[config.mk]
export PLATFORM = sky130hd
export DESIGN_NAME = dmem_arbiter_flat
export DESIGN_NICKNAME = d
export VERILOG_FILES = /design/src/rtl/dmem_arb_pkg.sv /design/src/rtl/dmem_arbiter_if.sv /design/src/rtl/dmem_starve_timer.sv /design/src/rtl/dmem_arbiter.sv /design/src/flat_wrapper.sv
export SDC_FILE = /design/constraint.sdc
export NUM_CORES = 1
export LEC_CHECK = 0
export ABC_AREA = 1
export ABC_CLOCK_PERIOD_IN_PS = 3000
export CAP_MARGIN = 15
export CORE_AREA = 2 2 114 116
export DETAILED_ROUTE_END_ITERATION = 7
export DIE_AREA = 0 0 116 118
export GPL_TIMING_DRIVEN = 0
export MAX_ROUTING_LAYER = met4
export PLACE_DENSITY = 0.67
export RECOVER_POWER = 25
export SYNTH_ARGS = -nofsm -noshare
export SYNTH_HDL_FRONTEND = slang
export SYNTH_SLANG_ARGS = --single-unit
[constraint.sdc]
create_clock -name clk -period 3 [get_ports clk]
set_input_delay 0.75 -clock clk [delete_from_list [all_inputs] [get_ports clk]]
set_output_delay 0.75 -clock clk [all_outputs]
set_load 0.02 [all_outputs]
[src/rtl/dmem_arb_pkg.sv]
// Shared types and address map for the MEM-stage data RAM arbiter.
// Owner tags travel with in-flight reads; the range constants serve upstream decode.
package dmem_arb_pkg;

    typedef enum logic [1:0] {
        OWN_NONE = 2'd0,
        OWN_CPU  = 2'd1,
        OWN_DMA  = 2'd2
    } owner_e;

    localparam logic [31:0] RAM_LIMIT  = 32'h3000_0000;
    localparam logic [31:0] ROM_BASE   = 32'h3000_0000;
    localparam logic [31:0] ROM_LIMIT  = 32'h4000_0000;
    localparam logic [31:0] MMIO_BASE  = 32'h4000_0000;
    localparam logic [31:0] MMIO_LIMIT = 32'h4000_0014;

    function automatic logic is_ram(input logic [31:0] a);
        return a < RAM_LIMIT;
    endfunction

endpackage

[src/rtl/dmem_arbiter_if.sv]
// CPU port, DMA port and RAM port signals of the data RAM arbiter.
// The arbiter is the slave; requesters plus the RAM sit on the master side.
interface dmem_arbiter_if #(
    parameter int ADDR_W = 8
);

    logic              cpu_req;
    logic              cpu_we;
    logic [31:0]       cpu_addr;
    logic [31:0]       cpu_wdata;
    logic              cpu_stall;
    logic              cpu_rvalid;
    logic [31:0]       cpu_rdata;

    logic              dma_req;
    logic              dma_we;
    logic [31:0]       dma_addr;
    logic [31:0]       dma_wdata;
    logic              dma_gnt;
    logic              dma_rvalid;
    logic [31:0]       dma_rdata;

    logic              ram_en;
    logic              ram_we;
    logic [ADDR_W-1:0] ram_addr;
    logic [31:0]       ram_wdata;
    logic [31:0]       ram_rdata;

    modport slave (
        input  cpu_req, cpu_we, cpu_addr, cpu_wdata,
        output cpu_stall, cpu_rvalid, cpu_rdata,
        input  dma_req, dma_we, dma_addr, dma_wdata,
        output dma_gnt, dma_rvalid, dma_rdata,
        output ram_en, ram_we, ram_addr, ram_wdata,
        input  ram_rdata
    );

    modport master (
        output cpu_req, cpu_we, cpu_addr, cpu_wdata,
        input  cpu_stall, cpu_rvalid, cpu_rdata,
        output dma_req, dma_we, dma_addr, dma_wdata,
        input  dma_gnt, dma_rvalid, dma_rdata,
        input  ram_en, ram_we, ram_addr, ram_wdata,
        output ram_rdata
    );

endinterface

[src/rtl/dmem_starve_timer.sv]
// Counts consecutive denied DMA cycles and forces DMA ahead of the CPU
// once the count reaches MAX_WAIT.
module dmem_starve_timer #(
    parameter int MAX_WAIT = 4
) (
    input  logic clk,
    input  logic reset,
    input  logic dma_req_i,
    input  logic dma_gnt_i,
    output logic force_o
);

    localparam int W = $clog2(MAX_WAIT + 1);
    localparam logic [W-1:0] MAX_W = W'(MAX_WAIT);

    logic [W-1:0] wait_q, wait_d;

    always_comb begin
        wait_d = wait_q;
        if (!dma_req_i || dma_gnt_i) begin
            wait_d = '0;
        end else if (wait_q != MAX_W) begin
            wait_d = wait_q + 1'b1;
        end
    end

    always_ff @(posedge clk) begin
        if (reset) begin
            wait_q <= '0;
        end else begin
            wait_q <= wait_d;
        end
    end

    assign force_o = dma_req_i & (wait_q == MAX_W);

endmodule

[src/rtl/dmem_arbiter.sv]
// Single-port data RAM arbiter between the MEM stage (CPU) and the DMA loader.
// One grant per cycle, 1-cycle read return tagged by owner, starvation guard for DMA.
module dmem_arbiter
    import dmem_arb_pkg::*;
#(
    parameter int ADDR_W   = 8,
    parameter int MAX_WAIT = 4,
    parameter int CNT_W    = 16
) (
    input  logic             clk,
    input  logic             reset,
    dmem_arbiter_if.slave    bus,
    output logic [CNT_W-1:0] stall_cnt
);

    logic   force_d;
    logic   gnt_c, gnt_d;
    owner_e rd_owner_q, rd_owner_d;
    logic [CNT_W-1:0] stall_cnt_q, stall_cnt_d;

    dmem_starve_timer #(
        .MAX_WAIT (MAX_WAIT)
    ) u_starve (
        .clk       (clk),
        .reset     (reset),
        .dma_req_i (bus.dma_req),
        .dma_gnt_i (gnt_d),
        .force_o   (force_d)
    );

    always_comb begin
        gnt_c = 1'b0;
        gnt_d = 1'b0;
        if (!reset) begin
            if (force_d) begin
                gnt_d = 1'b1;
            end else if (bus.cpu_req) begin
                gnt_c = 1'b1;
            end else if (bus.dma_req) begin
                gnt_d = 1'b1;
            end
        end
    end

    assign bus.cpu_stall = bus.cpu_req & ~gnt_c & ~reset;
    assign bus.dma_gnt   = gnt_d;

    assign bus.ram_en    = gnt_c | gnt_d;
    assign bus.ram_we    = gnt_d ? bus.dma_we : (gnt_c & bus.cpu_we);
    assign bus.ram_addr  = gnt_d ? bus.dma_addr[ADDR_W+1:2]
                                 : bus.cpu_addr[ADDR_W+1:2];
    assign bus.ram_wdata = gnt_d ? bus.dma_wdata : bus.cpu_wdata;

    wire unused_addr_bits = ^{bus.cpu_addr[31:ADDR_W+2], bus.cpu_addr[1:0],
                              bus.dma_addr[31:ADDR_W+2], bus.dma_addr[1:0]};

    always_comb begin
        rd_owner_d = OWN_NONE;
        if (gnt_c && !bus.cpu_we) begin
            rd_owner_d = OWN_CPU;
        end else if (gnt_d && !bus.dma_we) begin
            rd_owner_d = OWN_DMA;
        end
    end

    always_comb begin
        stall_cnt_d = stall_cnt_q;
        if (bus.cpu_stall && (stall_cnt_q != {CNT_W{1'b1}})) begin
            stall_cnt_d = stall_cnt_q + 1'b1;
        end
    end

    always_ff @(posedge clk) begin
        if (reset) begin
            rd_owner_q  <= OWN_NONE;
            stall_cnt_q <= '0;
        end else begin
            rd_owner_q  <= rd_owner_d;
            stall_cnt_q <= stall_cnt_d;
        end
    end

    // A read in flight when reset arrives is dropped, not returned.
    assign bus.cpu_rvalid = (rd_owner_q == OWN_CPU) & ~reset;
    assign bus.dma_rvalid = (rd_owner_q == OWN_DMA) & ~reset;
    assign bus.cpu_rdata  = bus.ram_rdata;
    assign bus.dma_rdata  = bus.ram_rdata;
    assign stall_cnt      = stall_cnt_q;

endmodule

[src/flat_wrapper.sv]
// flat-port wrapper written by rule: the top's interface ports become plain ports
module dmem_arbiter_flat import dmem_arb_pkg::*;
#(
    parameter int ADDR_W   = 8,
    parameter int MAX_WAIT = 4,
    parameter int CNT_W    = 16
)
  (clk, reset, stall_cnt, bus_cpu_req, bus_cpu_we, bus_cpu_addr, bus_cpu_wdata, bus_cpu_stall, bus_cpu_rvalid, bus_cpu_rdata, bus_dma_req, bus_dma_we, bus_dma_addr, bus_dma_wdata, bus_dma_gnt, bus_dma_rvalid, bus_dma_rdata, bus_ram_en, bus_ram_we, bus_ram_addr, bus_ram_wdata, bus_ram_rdata);
  dmem_arbiter_if #(.ADDR_W(ADDR_W)) bus_i ();
  input  logic clk;
  input  logic reset;
  output logic [CNT_W-1:0] stall_cnt;
  input wire logic [$bits(bus_i.cpu_req)-1:0] bus_cpu_req;
  input wire logic [$bits(bus_i.cpu_we)-1:0] bus_cpu_we;
  input wire logic [$bits(bus_i.cpu_addr)-1:0] bus_cpu_addr;
  input wire logic [$bits(bus_i.cpu_wdata)-1:0] bus_cpu_wdata;
  output wire logic [$bits(bus_i.cpu_stall)-1:0] bus_cpu_stall;
  output wire logic [$bits(bus_i.cpu_rvalid)-1:0] bus_cpu_rvalid;
  output wire logic [$bits(bus_i.cpu_rdata)-1:0] bus_cpu_rdata;
  input wire logic [$bits(bus_i.dma_req)-1:0] bus_dma_req;
  input wire logic [$bits(bus_i.dma_we)-1:0] bus_dma_we;
  input wire logic [$bits(bus_i.dma_addr)-1:0] bus_dma_addr;
  input wire logic [$bits(bus_i.dma_wdata)-1:0] bus_dma_wdata;
  output wire logic [$bits(bus_i.dma_gnt)-1:0] bus_dma_gnt;
  output wire logic [$bits(bus_i.dma_rvalid)-1:0] bus_dma_rvalid;
  output wire logic [$bits(bus_i.dma_rdata)-1:0] bus_dma_rdata;
  output wire logic [$bits(bus_i.ram_en)-1:0] bus_ram_en;
  output wire logic [$bits(bus_i.ram_we)-1:0] bus_ram_we;
  output wire logic [$bits(bus_i.ram_addr)-1:0] bus_ram_addr;
  output wire logic [$bits(bus_i.ram_wdata)-1:0] bus_ram_wdata;
  input wire logic [$bits(bus_i.ram_rdata)-1:0] bus_ram_rdata;
  assign bus_i.cpu_req = bus_cpu_req;
  assign bus_i.cpu_we = bus_cpu_we;
  assign bus_i.cpu_addr = bus_cpu_addr;
  assign bus_i.cpu_wdata = bus_cpu_wdata;
  assign bus_cpu_stall = bus_i.cpu_stall;
  assign bus_cpu_rvalid = bus_i.cpu_rvalid;
  assign bus_cpu_rdata = bus_i.cpu_rdata;
  assign bus_i.dma_req = bus_dma_req;
  assign bus_i.dma_we = bus_dma_we;
  assign bus_i.dma_addr = bus_dma_addr;
  assign bus_i.dma_wdata = bus_dma_wdata;
  assign bus_dma_gnt = bus_i.dma_gnt;
  assign bus_dma_rvalid = bus_i.dma_rvalid;
  assign bus_dma_rdata = bus_i.dma_rdata;
  assign bus_ram_en = bus_i.ram_en;
  assign bus_ram_we = bus_i.ram_we;
  assign bus_ram_addr = bus_i.ram_addr;
  assign bus_ram_wdata = bus_i.ram_wdata;
  assign bus_i.ram_rdata = bus_ram_rdata;
  dmem_arbiter #(.ADDR_W(ADDR_W), .MAX_WAIT(MAX_WAIT), .CNT_W(CNT_W)) u_core (.clk(clk), .reset(reset), .bus(bus_i), .stall_cnt(stall_cnt));
endmodule
==> results.sh, run 1 <==
export IMPL_drt_first_iter_violations=58
export IMPL_drc=0
export IMPL_min_period_ns=2.68
export IMPL_grtUsageTotal_pct=13.4
export IMPL_critical_path_most_common_cell="nand2_1"
export IMPL_status="finished clean"
export IMPL_maxCapViolations=0
export IMPL_synth_seq_area_share_pct=19.3
export IMPL_die_y_um=118
export IMPL_drt_vias_per_instance=3.79
export IMPL_fp_dieW_um=116
export IMPL_cts_buffers=3
export IMPL_met2_usage_pct=24.2
export IMPL_met3_usage_pct=2.78
export IMPL_synth_distinct_cells=24
export IMPL_vias=2895
export IMPL_area_growth_synth_to_final_pct=110
export IMPL_hpwlAfterDp_um=7940
export IMPL_antenna_cells=0
export IMPL_dpl_cell_area_mm2=0.00450
export IMPL_critPathLaunchType="register"
export IMPL_antenna_found_initial=0
export IMPL_hold_buffers=0
export IMPL_num_io_pins=292
export IMPL_endpoint_kind="output pin"
export IMPL_grt_max_degree=12
export IMPL_cts_root_buf="clkbuf_16"
export IMPL_leakagePower_nw=2.11
export IMPL_grt_pass1_vias=2793
export IMPL_vdd_drop_max_mv=0.154
export IMPL_min_path_type="register to register"
export IMPL_clock_skew_ns=0.00540
export IMPL_cts_sinks=21
export IMPL_required_ns=2.25
export IMPL_setup_viol=0
export IMPL_wl_per_cell_um=11.9
export IMPL_synth_seq_cells=21
export IMPL_nNetsFinal=761
export IMPL_synth_avg_cell_area_um2=5.81
export IMPL_fmax_ghz=0.373
export IMPL_pwr_share_seq_pct=25.7
export IMPL_period_share_pct=89.3
export IMPL_tritoncts="yes"
export IMPL_cts_htree_levels=1
export IMPL_rows=41
export IMPL_gp_congestion=0.829
export IMPL_fp_dieArea_mm2=0.0137
export IMPL_grt_ovfl_total=0
export IMPL_stdcell_count=763
export IMPL_ys_top_cells_by_area="nand2_1 (29%), buf_4 (22%), dfxtp_1 (19%)"
export IMPL_p_sw_share_pct=30.3
export IMPL_cp_arrival_ns=1.93
export IMPL_worstPathCellList="inv_1 > ha_1 > nand2_1 > nand2_1 > nand3_4 > clkbuf_2 > nand2_1 > nand2_1 > clkdlybuf4s15_2"
export IMPL_critical_path_max_stage_delay_ns=0.35
export IMPL_synthesis_nets=545
export IMPL_wl_um=9050
export IMPL_syn_inst=376
export IMPL_critPathSlowestCell="dfxtp_1"
export IMPL_fin_util_pct=37.0
export IMPL_worst_pin_slew_ns=0.357
export IMPL_design_area_mm2=0.00459
export IMPL_cp_max_fo=10
export IMPL_synth_top_area_cell="nand2_1"
export IMPL_rsz0062_at_grt="false"
export IMPL_synth_top_area_share_pct=29.4
export IMPL_power_density_mw_per_mm2=238
export IMPL_synth_warnings=0
export IMPL_netlist_area_mm2=0.00218
export IMPL_grt_busiest_layer="met2"
export IMPL_initial_utilization_pct=17.6
export IMPL_postRouteAntennaNets=0
export IMPL_io_buffers=210
export IMPL_finalHoldViolations=0
export IMPL_fp_coreArea_mm2=0.0124
export IMPL_ctsLongestPathBuffers=2
export IMPL_nFillCells=1354
export IMPL_p_switching_mw=0.332
export IMPL_met1_usage_pct=15.6
export IMPL_dp_cells=758
export IMPL_total_power_mw=1.10
export IMPL_clock_power_share_pct=25.4
export IMPL_clk_latency_ns=0.25
export IMPL_p_comb_share_pct=49.0
export IMPL_cts_clk_slew_worst_paths_ns=0.05
export IMPL_drive_gt1_share_pct=22.0
export IMPL_drv_slew=0
export IMPL_max_slew_margin_pct=76.1
export IMPL_crit_type="register to output pin"
export IMPL_cell_internal_pwr_mw=0.764
export IMPL_grt_pass1_wl_um=14300
export IMPL_firstDrtPassIters=4
what timing repair did:
action	in CTS	in global routing
gates resized for setup	141	11
setup buffers	0	1
pin swaps	0	2
setup endpoints to repair	44	39
metal layers:
metal	up-vias	part of all wire (%)
met1	1238	41
met2	126	52
met3	9	6.4
li1	1522	-
met4	0	0.81
met5	-	0
layout make-up:
cell class / instances / area (µm²) / share of cell area, %
multi-input combinational: 264 / 1140 / 24.7
tap: 172 / 215 / 4.68
clock buffer: 4 / 78.8 / 1.72
buffer: 75 / 579 / 12.6
inverter: 16 / 63.8 / 1.39
timing repair buffer: 211 / 2100 / 45.7
sequential: 21 / 420 / 9.15
layout by cell type (no fill, tap or decap), types with 2 or more instances in the layout:
cell	count
clkdlybuf4s15_2	32
a21oi_1	14
nand2_2	2
nand4_1	5
inv_1	12
buf_4	67
clkbuf_1	2
dlygate4sd2_1	4
nor2_2	3
o21ai_0	3
inv_2	2
nor3_1	3
xnor2_1	2
nand2_1	172
nand3_1	16
dlygate4sd3_1	15
buf_6	4
clkbuf_4	2
buf_2	9
ha_1	3
clkdlybuf4s50_1	149
dfxtp_1	21
nor2_1	35
xor2_1	3
clkbuf_16	3
flip-flops by register name (all words and copies together) (netlist names):
signal                  flops
u_core.u_starve.wait_q      3
u_core.stall_cnt           16
u_core.rd_owner_q           2
path summary, 6_finish.rpt:
path | start | end | slack [ns] | cells after the start
min | u_core.u_starve.wait_q[0] | u_core.u_starve.wait_q[0] | 0.44 | 1
max | u_core.u_starve.wait_q[0] | bus_ram_wdata[16] | 0.32 | 9
min reg2reg | u_core.u_starve.wait_q[0] | u_core.u_starve.wait_q[0] | 0.44 | 1
max reg2reg | u_core.stall_cnt[0] | u_core.stall_cnt[12] | 1.20 | 7
kinds of logic after synthesis:
group	count (synthesis)	synth area share [%]
AOI/OAI and AO/OA	17	3.90
buffers and inverters	91	27.7
adders and majority gates	3	1.72
and+or+nand+nor	239	45.4
xor gates and xnor gates	5	2.01
DFF	21	19.3
synthesized netlist by cell type:
| library cell | count |
|---|---|
| a21oi_1 | 14 |
| clkbuf_1 | 4 |
| inv_1 | 12 |
| nand3_1 | 15 |
| nor2_2 | 7 |
| ha_1 | 3 |
| nand2_4 | 2 |
| buf_6 | 2 |
| inv_2 | 3 |
| buf_4 | 64 |
| nor2_1 | 30 |
| xnor2_1 | 2 |
| xor2_1 | 3 |
| and3_1 | 1 |
| buf_2 | 5 |
| nand2_1 | 171 |
| o21ai_0 | 3 |
| dfxtp_1 | 21 |
| clkinv_2 | 1 |
| nor2_4 | 1 |
| nand4_1 | 5 |
| nand3_2 | 2 |
| nor3_1 | 3 |
| nand2_2 | 2 |
power groups by stage:
stage | Sequential, mW | Clock [mW] | Combinational (mW)
after floorplan | 0.287 | 0 | 0.247
after global placement | 0.287 | 0 | 0.555
after detailed placement | 0.287 | 0 | 0.557
after CTS | 0.281 | 0.290 | 0.547
after global routing | 0.281 | 0.297 | 0.572
final | 0.281 | 0.278 | 0.536
critical path, delay by kind of cell, from the launching register on:
family / cells / cell delay [ns]
simple gates: 5 / 0.57
flops: 1 / 0.35
fa+ha+maj: 1 / 0.20
buf+inv: 3 / 0.56
metrics by stage:
stage	setup WS, ns	TNS [ns]	hold slack, ns
floorplan	0.587	0	0.417
CTS	0.0178	0	0.447
finish	0.320	0	0.443
global placement	-0.719	-23.55	0.431
detailed placement	-0.705	-22.90	0.440
global route	0.182	0	0.473
Note: power is estimated with default switching activity, not from simulation.
==> inputs of run 2 (changes only) <==
--- a/config.mk
+++ b/config.mk
@@ -5,15 +5,15 @@
 export SDC_FILE = /design/constraint.sdc
 export NUM_CORES = 1
 export LEC_CHECK = 0
-export ABC_AREA = 1
+export ABC_AREA = 0
 export ABC_CLOCK_PERIOD_IN_PS = 3000
 export CAP_MARGIN = 15
-export CORE_AREA = 2 2 114 116
+export CORE_AREA = 2 2 112 114
 export DETAILED_ROUTE_END_ITERATION = 7
-export DIE_AREA = 0 0 116 118
+export DIE_AREA = 0 0 114 116
 export GPL_TIMING_DRIVEN = 0
 export MAX_ROUTING_LAYER = met4
-export PLACE_DENSITY = 0.67
+export PLACE_DENSITY = 0.68
 export RECOVER_POWER = 25
 export SYNTH_ARGS = -nofsm -noshare
 export SYNTH_HDL_FRONTEND = slang
==> run 2 against run 1 <==
  * Sequential power hardly changed
  * Die area shrank 3.4%
  * Global-route usage shrank 0.71 points
  * Critical path type is now primary input to output pin
  * Largest cell class unchanged
==> results.sh, run 2 <==
export IMPL_status="finished clean"
export IMPL_fin_setup_tns_ns=0
export IMPL_netlist_area_mm2=0.00210
export IMPL_grt_pass1_wl_um=12700
export IMPL_drive_gt1_share_pct=33.5
export IMPL_rows=40
export IMPL_leakagePower_nw=1.81
export IMPL_dp_cells=602
export IMPL_fin_hold_ws_ns=0.465
export IMPL_critical_path_max_stage_delay_ns=0.35
export IMPL_maxCapViolations=0
export IMPL_cp_arrival_ns=2.24
export IMPL_design_area_mm2=0.00447
export IMPL_worstPathCellList="dlygate4sd2_1 > nand2_1 > and3_4 > buf_6 > mux2_2 > dlygate4sd2_1"
export IMPL_critPathLaunchType="primary input"
export IMPL_fp_coreArea_mm2=0.0119
export IMPL_drt_first_iter_violations=49
export IMPL_critPathSlowestCell="mux2_2"
export IMPL_synth_top_area_share_pct=22.9
export IMPL_largest_reg_flops=16
export IMPL_wl_um=8790
export IMPL_rsz0062_at_grt="true"
export IMPL_layout_common_cells="clkdlybuf4s50_1 (166), buf_4 (66), mux2_2 (42)"
export IMPL_cts_sinks=21
export IMPL_io_buffers=211
export IMPL_cts_buffers=3
export IMPL_antenna_found_initial=1
export IMPL_stdcell_count=608
export IMPL_crit_type="primary input to output pin"
export IMPL_ys_flop_type="dfxtp_1"
export IMPL_synth_top_area_cell="buf_4"
export IMPL_firstDrtPassIters=4
export IMPL_period_share_pct=99.7
export IMPL_synth_edff_count=0
export IMPL_min_path_type="register to register"
export IMPL_tritoncts="yes"
export IMPL_vdd_drop_max_mv=0.183
export IMPL_min_period_ns=2.99
export IMPL_final_common_cell="clkdlybuf4s50_1"
export IMPL_cp_top_family="buffers and inverters"
export IMPL_power_density_mw_per_mm2=245
export IMPL_synth_most_common_cell="buf_4"
export IMPL_async_reset_ff_share_pct=0
export IMPL_clock_skew_ns=0.00574
export IMPL_routed_top_layer="met4"
export IMPL_worst_pin_slew_ns=0.662
export IMPL_cp_max_fo=10
export IMPL_nNetsFinal=630
export IMPL_ctsLongestPathBuffers=2
export IMPL_path_buf_inv=3
export IMPL_fp_dieArea_mm2=0.0132
export IMPL_worst_slack_ns=0.0101
export IMPL_ys_top_cells_by_area="buf_4 (23%), mux2_2 (23%), dfxtp_1 (20%)"
export IMPL_cts_htree_levels=1
export IMPL_wl_per_cell_um=14.5
export IMPL_setup_viol=0
export IMPL_grt_max_degree=13
export IMPL_clk_latency_ns=0.26
export IMPL_synth_seq_area_share_pct=20.0
export IMPL_wl_met3_um=887
export IMPL_p_sw_share_pct=30.0
export IMPL_max_slew_margin_pct=55.5
export IMPL_hpwlAfterDp_um=7750
export IMPL_cts_clk_slew_worst_paths_ns=0.06
export IMPL_postRouteAntennaNets=0
export IMPL_p_comb_share_pct=47.9
export IMPL_hold_buffers=0
export IMPL_dpl_cell_area_mm2=0.00439
export IMPL_finalHoldViolations=0
export IMPL_grt_pass1_vias=2540
export IMPL_nFillCells=1203
export IMPL_synth_avg_cell_area_um2=8.60
export IMPL_p_switching_mw=0.328
export IMPL_num_io_pins=292
export IMPL_required_ns=2.25
export IMPL_endpoint_kind="output pin"
export IMPL_drv_slew=0
export IMPL_grt_ovfl_total=0
export IMPL_drc=0
export IMPL_fp_dieW_um=114
export IMPL_area_growth_synth_to_final_pct=113
export IMPL_gp_congestion=0.853
export IMPL_synth_distinct_cells=38
export IMPL_synth_warnings=0
export IMPL_pwr_share_seq_pct=25.7
export IMPL_drt_vias_per_instance=4.15
export IMPL_met1_length_um=3760
export IMPL_grtUsageTotal_pct=12.7
export IMPL_cell_internal_pwr_mw=0.766
export IMPL_dp_slack_ns=-1.03
export IMPL_fmax_ghz=0.334
export IMPL_syn_inst=244
export IMPL_synth_seq_cells=21
export IMPL_critical_path_most_common_cell="dlygate4sd2_1"
export IMPL_die_y_um=116
export IMPL_vias=2526
export IMPL_clock_power_share_pct=26.4
export IMPL_dr_wl_met2_um=3990
export IMPL_yosys_top_cells_count="buf_4 (64), mux2_2 (42), dfxtp_1 (21), nand2_1 (16), nor2_1 (11)"
export IMPL_synthesis_nets=413
export IMPL_cts_root_buf="clkbuf_16"
export IMPL_initial_utilization_pct=17.6
[run 2: layer usage]
layer  up-vias  GRT usage [%]
met5         -              -
met4         0           2.85
met3         6           3.77
met2       149           20.8
met1      1137           15.4
li1       1234              -
[run 2: final cells by class]
cell class / count / area [µm²] / area share, %
multi-input combinational: 146 / 1150 / 25.7
antenna: 1 / 2.50 / 0.0560
timing repair buffer: 213 / 2070 / 46.2
clock inverter: 1 / 5.00 / 0.112
inverter: 5 / 18.8 / 0.420
buffer: 71 / 548 / 12.3
tap: 147 / 184 / 4.12
clock buffer: 3 / 75.1 / 1.68
sequential: 21 / 420 / 9.41
[run 2: cells by family after synthesis]
| logic type | share of synthesized area [%] |
|---|---|
| AND/OR/NAND/NOR | 18.5 |
| adder cells (fa/ha/maj) | 1.79 |
| buffers and inverters | 25.5 |
| AO/OA/AOI/OAI | 8.05 |
| flip-flops | 20.0 |
| multiplexers | 26.1 |
[run 2: path summary, 6_finish.rpt]
check	start	endpoint	slack, ns	cells after the start
worst max register to register	u_core.u_starve.wait_q[0]	u_core.stall_cnt[13]	1.07	6
worst max-delay path	bus_cpu_req	bus_ram_addr[1]	0.01	6
worst min-delay path	u_core.u_starve.wait_q[0]	u_core.u_starve.wait_q[0]	0.47	1
worst min register to register	u_core.u_starve.wait_q[0]	u_core.u_starve.wait_q[0]	0.47	1
[run 2: through the flow]
stage               total power, mW  util, %
finish                         1.09     37.5
global route                   1.14     37.5
CTS                            1.11     37.9
detailed placement            0.833     36.9
global placement              0.829     36.9
floorplan                     0.531        -
[run 2: what timing repair did]
item,CTS,global route
resized for setup,116,23
endpoints found under the setup margin,46,19
pin swaps,1,1
setup buffers,1,1
[run 2: worst reg2reg max path: stages (launching register included)]
cell and delay, ns:
dfxtp_1 0.32, inv_1 0.06, ha_1 0.17, and2_1 0.21, nand4_2 0.24, a2111oi_2 0.44, mux2_2 0.38
[run 2: power by group through the flow]
stage | Combinational (mW) | Clock [mW] | Sequential [mW]
after floorplan | 0.243 | 0 | 0.287
after global placement | 0.542 | 0 | 0.287
after detailed placement | 0.546 | 0 | 0.288
after CTS | 0.533 | 0.293 | 0.281
after global routing | 0.551 | 0.305 | 0.281
final | 0.524 | 0.289 | 0.281
==> inputs of run 3 (changes only) <==
--- a/config.mk
+++ b/config.mk
@@ -13,8 +13,9 @@
 export DIE_AREA = 0 0 114 116
 export GPL_TIMING_DRIVEN = 0
 export MAX_ROUTING_LAYER = met4
-export PLACE_DENSITY = 0.68
+export PLACE_DENSITY = 0.69
 export RECOVER_POWER = 25
 export SYNTH_ARGS = -nofsm -noshare
 export SYNTH_HDL_FRONTEND = slang
+export SYNTH_HIERARCHICAL = 1
 export SYNTH_SLANG_ARGS = --single-unit
==> run 3 against run 2 <==
  * Register-to-register slack got worse by 0.67 ns
  * Sequential share of layout area decreased by 0.11 points
  * Total power rose by 0.51%
  * Clock power shrank 2%
  * First-iteration DRC count rose to 3.5 times the previous value
  * Synthesized cell count stayed put
  * Clock-buffer cell count is the same
  * Largest power group unchanged
  * Via count up 3.5%
  * Highest routed layer unchanged
  * Combinational power grew 2%
  * Sequential cell count unchanged
  * Critical path type unchanged
  * Area after synthesis increased by 0.72%
==> results.sh, run 3 <==
export IMPL_grt_max_degree=13
export IMPL_setup_viol=0
export IMPL_cts_htree_levels=1
export IMPL_area_growth_synth_to_final_pct=115
export IMPL_design_area_mm2=0.00455
export IMPL_rows=40
export IMPL_hold_path_startpoint="u_core/u_starve/wait_q[0]"
export IMPL_clock_skew_ns=0.00170
export IMPL_cts_buffers=3
export IMPL_layout_common_cells="clkdlybuf4s50_1 (137), buf_4 (70), mux2_2 (40)"
export IMPL_firstDrtPassIters=4
export IMPL_dp_cells=602
export IMPL_ys_top_cells_by_area="buf_4 (23%), mux2_2 (22%), dfxtp_1 (20%)"
export IMPL_cts_root_buf="clkbuf_16"
export IMPL_drt_vias_per_instance=4.27
export IMPL_drv_slew=0
export IMPL_synth_warnings=6
export IMPL_clock_power_share_pct=25.8
export IMPL_fin_util_pct=38.2
export IMPL_stdcell_count=613
export IMPL_grt_pass1_vias=2559
export IMPL_grtUsageTotal_pct=13.5
export IMPL_timing_rr_start="u_core/stall_cnt[1]"
export IMPL_r2r_cells=6
export IMPL_vdd_drop_max_mv=0.203
export IMPL_fp_coreArea_mm2=0.0119
export IMPL_p_switching_mw=0.320
export IMPL_max_slew_margin_pct=23.7
export IMPL_worstPathCellList="buf_2 > and3_4 > a21oi_2 > or2_4 > bufbuf_16 > mux2_2 > buf_4"
export IMPL_ys_flop_type="dfxtp_1"
export IMPL_drc=0
export IMPL_tritoncts="yes"
export IMPL_cp_top_family="buffers and inverters"
export IMPL_status="finished clean"
export IMPL_grt_ovfl_total=0
export IMPL_vias=2615
export IMPL_regToRegEndpoint="u_core/stall_cnt[3]"
export IMPL_cp_max_fo=7
export IMPL_grt_pass1_wl_um=13700
export IMPL_final_common_cell="clkdlybuf4s50_1"
export IMPL_drt_first_iter_violations=173
export IMPL_p_comb_share_pct=48.5
export IMPL_async_reset_ff_share_pct=0
export IMPL_required_ns=2.25
export IMPL_critPathLaunchType="primary input"
export IMPL_p_sw_share_pct=29.1
export IMPL_hold_buffers=0
export IMPL_min_period_ns=2.92
export IMPL_antenna_found_initial=1
export IMPL_num_io_pins=292
export IMPL_fin_setup_tns_ns=0
export IMPL_drive_gt1_share_pct=37.8
export IMPL_min_path_type="register to register"
export IMPL_finalHoldViolations=0
export IMPL_hpwlAfterDp_um=8180
export IMPL_nNetsFinal=635
export IMPL_synth_avg_cell_area_um2=8.66
export IMPL_ctsLongestPathBuffers=2
export IMPL_die_y_um=116
export IMPL_synth_seq_area_share_pct=19.9
export IMPL_min_to="u_core/u_starve/wait_q[0]"
export IMPL_period_share_pct=97.4
export IMPL_rsz0062_at_grt="false"
export IMPL_clk_latency_ns=0.25
export IMPL_synth_distinct_cells=41
export IMPL_leakagePower_nw=1.94
export IMPL_fp_dieW_um=114
export IMPL_synth_top_area_share_pct=23.1
export IMPL_endpoint_kind="output pin"
export IMPL_synth_most_common_cell="buf_4"
export IMPL_critical_path_max_stage_delay_ns=0.33
export IMPL_pwr_share_seq_pct=25.7
export IMPL_syn_inst=244
export IMPL_cell_internal_pwr_mw=0.780
export IMPL_cts_sinks=21
export IMPL_wl_per_cell_um=15.5
export IMPL_largest_reg_flops=16
export IMPL_dpl_cell_area_mm2=0.00441
export IMPL_postRouteAntennaNets=0
export IMPL_synth_seq_cells=21
export IMPL_yosys_top_cells_count="buf_4 (65), mux2_2 (42), dfxtp_1 (21), a21oi_1 (12), inv_1 (11)"
export IMPL_worst_pin_slew_ns=1.13
export IMPL_fp_dieArea_mm2=0.0132
export IMPL_gp_congestion=0.826
export IMPL_path_buf_inv=3
export IMPL_netlist_area_mm2=0.00211
export IMPL_synthesis_nets=413
export IMPL_wl_um=9510
export IMPL_synth_top_area_cell="buf_4"
export IMPL_cp_arrival_ns=2.17
export IMPL_crit_type="primary input to output pin"
export IMPL_critPathSlowestCell="mux2_2"
export IMPL_power_density_mw_per_mm2=242
export IMPL_ff2ff_setup_slack_ns=0.40
export IMPL_io_buffers=211
export IMPL_initial_utilization_pct=17.7
export IMPL_worstHoldPathCells=2
export IMPL_synth_edff_count=0
export IMPL_cts_clk_slew_worst_paths_ns=0.06
export IMPL_maxCapViolations=0
export IMPL_fmax_ghz=0.342
==> run 3: changes by cell type after synthesis, moves of 5 or more <==
cell	change
a211oi_1	-8
nand2_1	-12
a21oi_1	+5
inv_1	+6
==> run 3: power groups by stage <==
stage | logic (mW) | clock network [mW] | registers, mW
floorplan | 0.249 | 0 | 0.289
finish | 0.533 | 0.284 | 0.283
detailed placement | 0.546 | 0 | 0.289
global route | 0.559 | 0.301 | 0.283
CTS | 0.540 | 0.290 | 0.283
global placement | 0.542 | 0 | 0.289
==> run 3: cells by family (layout without fill, tap and decap cells) <==
| family | count (synthesis) | after routing | share of synthesized area, % |
|---|---|---|---|
| simple gates | 59 | 59 | 18.2 |
| other cells | 0 | 1 | 0 |
| mux | 42 | 42 | 22.4 |
| buf+inv | 85 | 306 | 26.9 |
| fa+ha+maj | 3 | 3 | 1.78 |
| flops | 21 | 21 | 19.9 |
| compound gates | 34 | 34 | 10.8 |
==> run 3: worst max path at each step <==
stage | from | to | depth (start not counted)
after floorplan | bus_dma_req | bus_ram_addr[0] | 6
final | bus_dma_req | bus_ram_addr[1] | 7
after global placement | bus_dma_req | bus_ram_wdata[13] | 8
after detailed placement | bus_dma_req | bus_ram_wdata[14] | 8
after CTS | bus_dma_req | bus_ram_addr[1] | 7
after global routing | u_core/u_starve/wait_q[0] | bus_ram_addr[1] | 8
==> run 3: repair_timing <==
action,CTS,global route
pin swaps,1,1
endpoints found under the setup margin,46,40
buffers inserted,5,0
cloned,2,0
resized for setup,173,15
==> run 3: layout make-up <==
| type | instances | area [µm²] |
|---|---|---|
| clock buffer | 3 | 75.1 |
| sequential | 21 | 423 |
| antenna | 1 | 2.50 |
| fill | 1222 | 7360 |
| tap | 147 | 184 |
| buffer | 73 | 566 |
| timing repair buffer | 218 | 2130 |
| multi-input combinational | 138 | 1120 |
| clock inverter | 1 | 5.00 |
| inverter | 11 | 41.3 |
==> run 3: metrics by stage <==
stage | setup slack, ns | total power, mW | hold slack [ns]
6_report | 0.0784 | 1.10 | 0.501
5_1_grt | 0.0156 | 1.14 | 0.527
4_1_cts | -0.0154 | 1.11 | 0.517
3_5_place_dp | -1.03 | 0.835 | 0.508
3_3_place_gp | -1.03 | 0.831 | 0.482
2_1_floorplan | 0.246 | 0.537 | 0.471
==> run 3: tightest hold or removal path, cell delays in order, from the launching register on <==
cell and delay, ns:
dfxtp_2 0.33, nand3_1 0.07, a21oi_1 0.06
==> run 3: routing by layer <==
layer	wire [µm]	vias to the layer above	global-route usage, %
li1	-	1260	-
met3	1000	6	4.86
met4	99	0	2.11
met5	0	-	-
met1	3140	1206	13.3
met2	5270	143	26.1
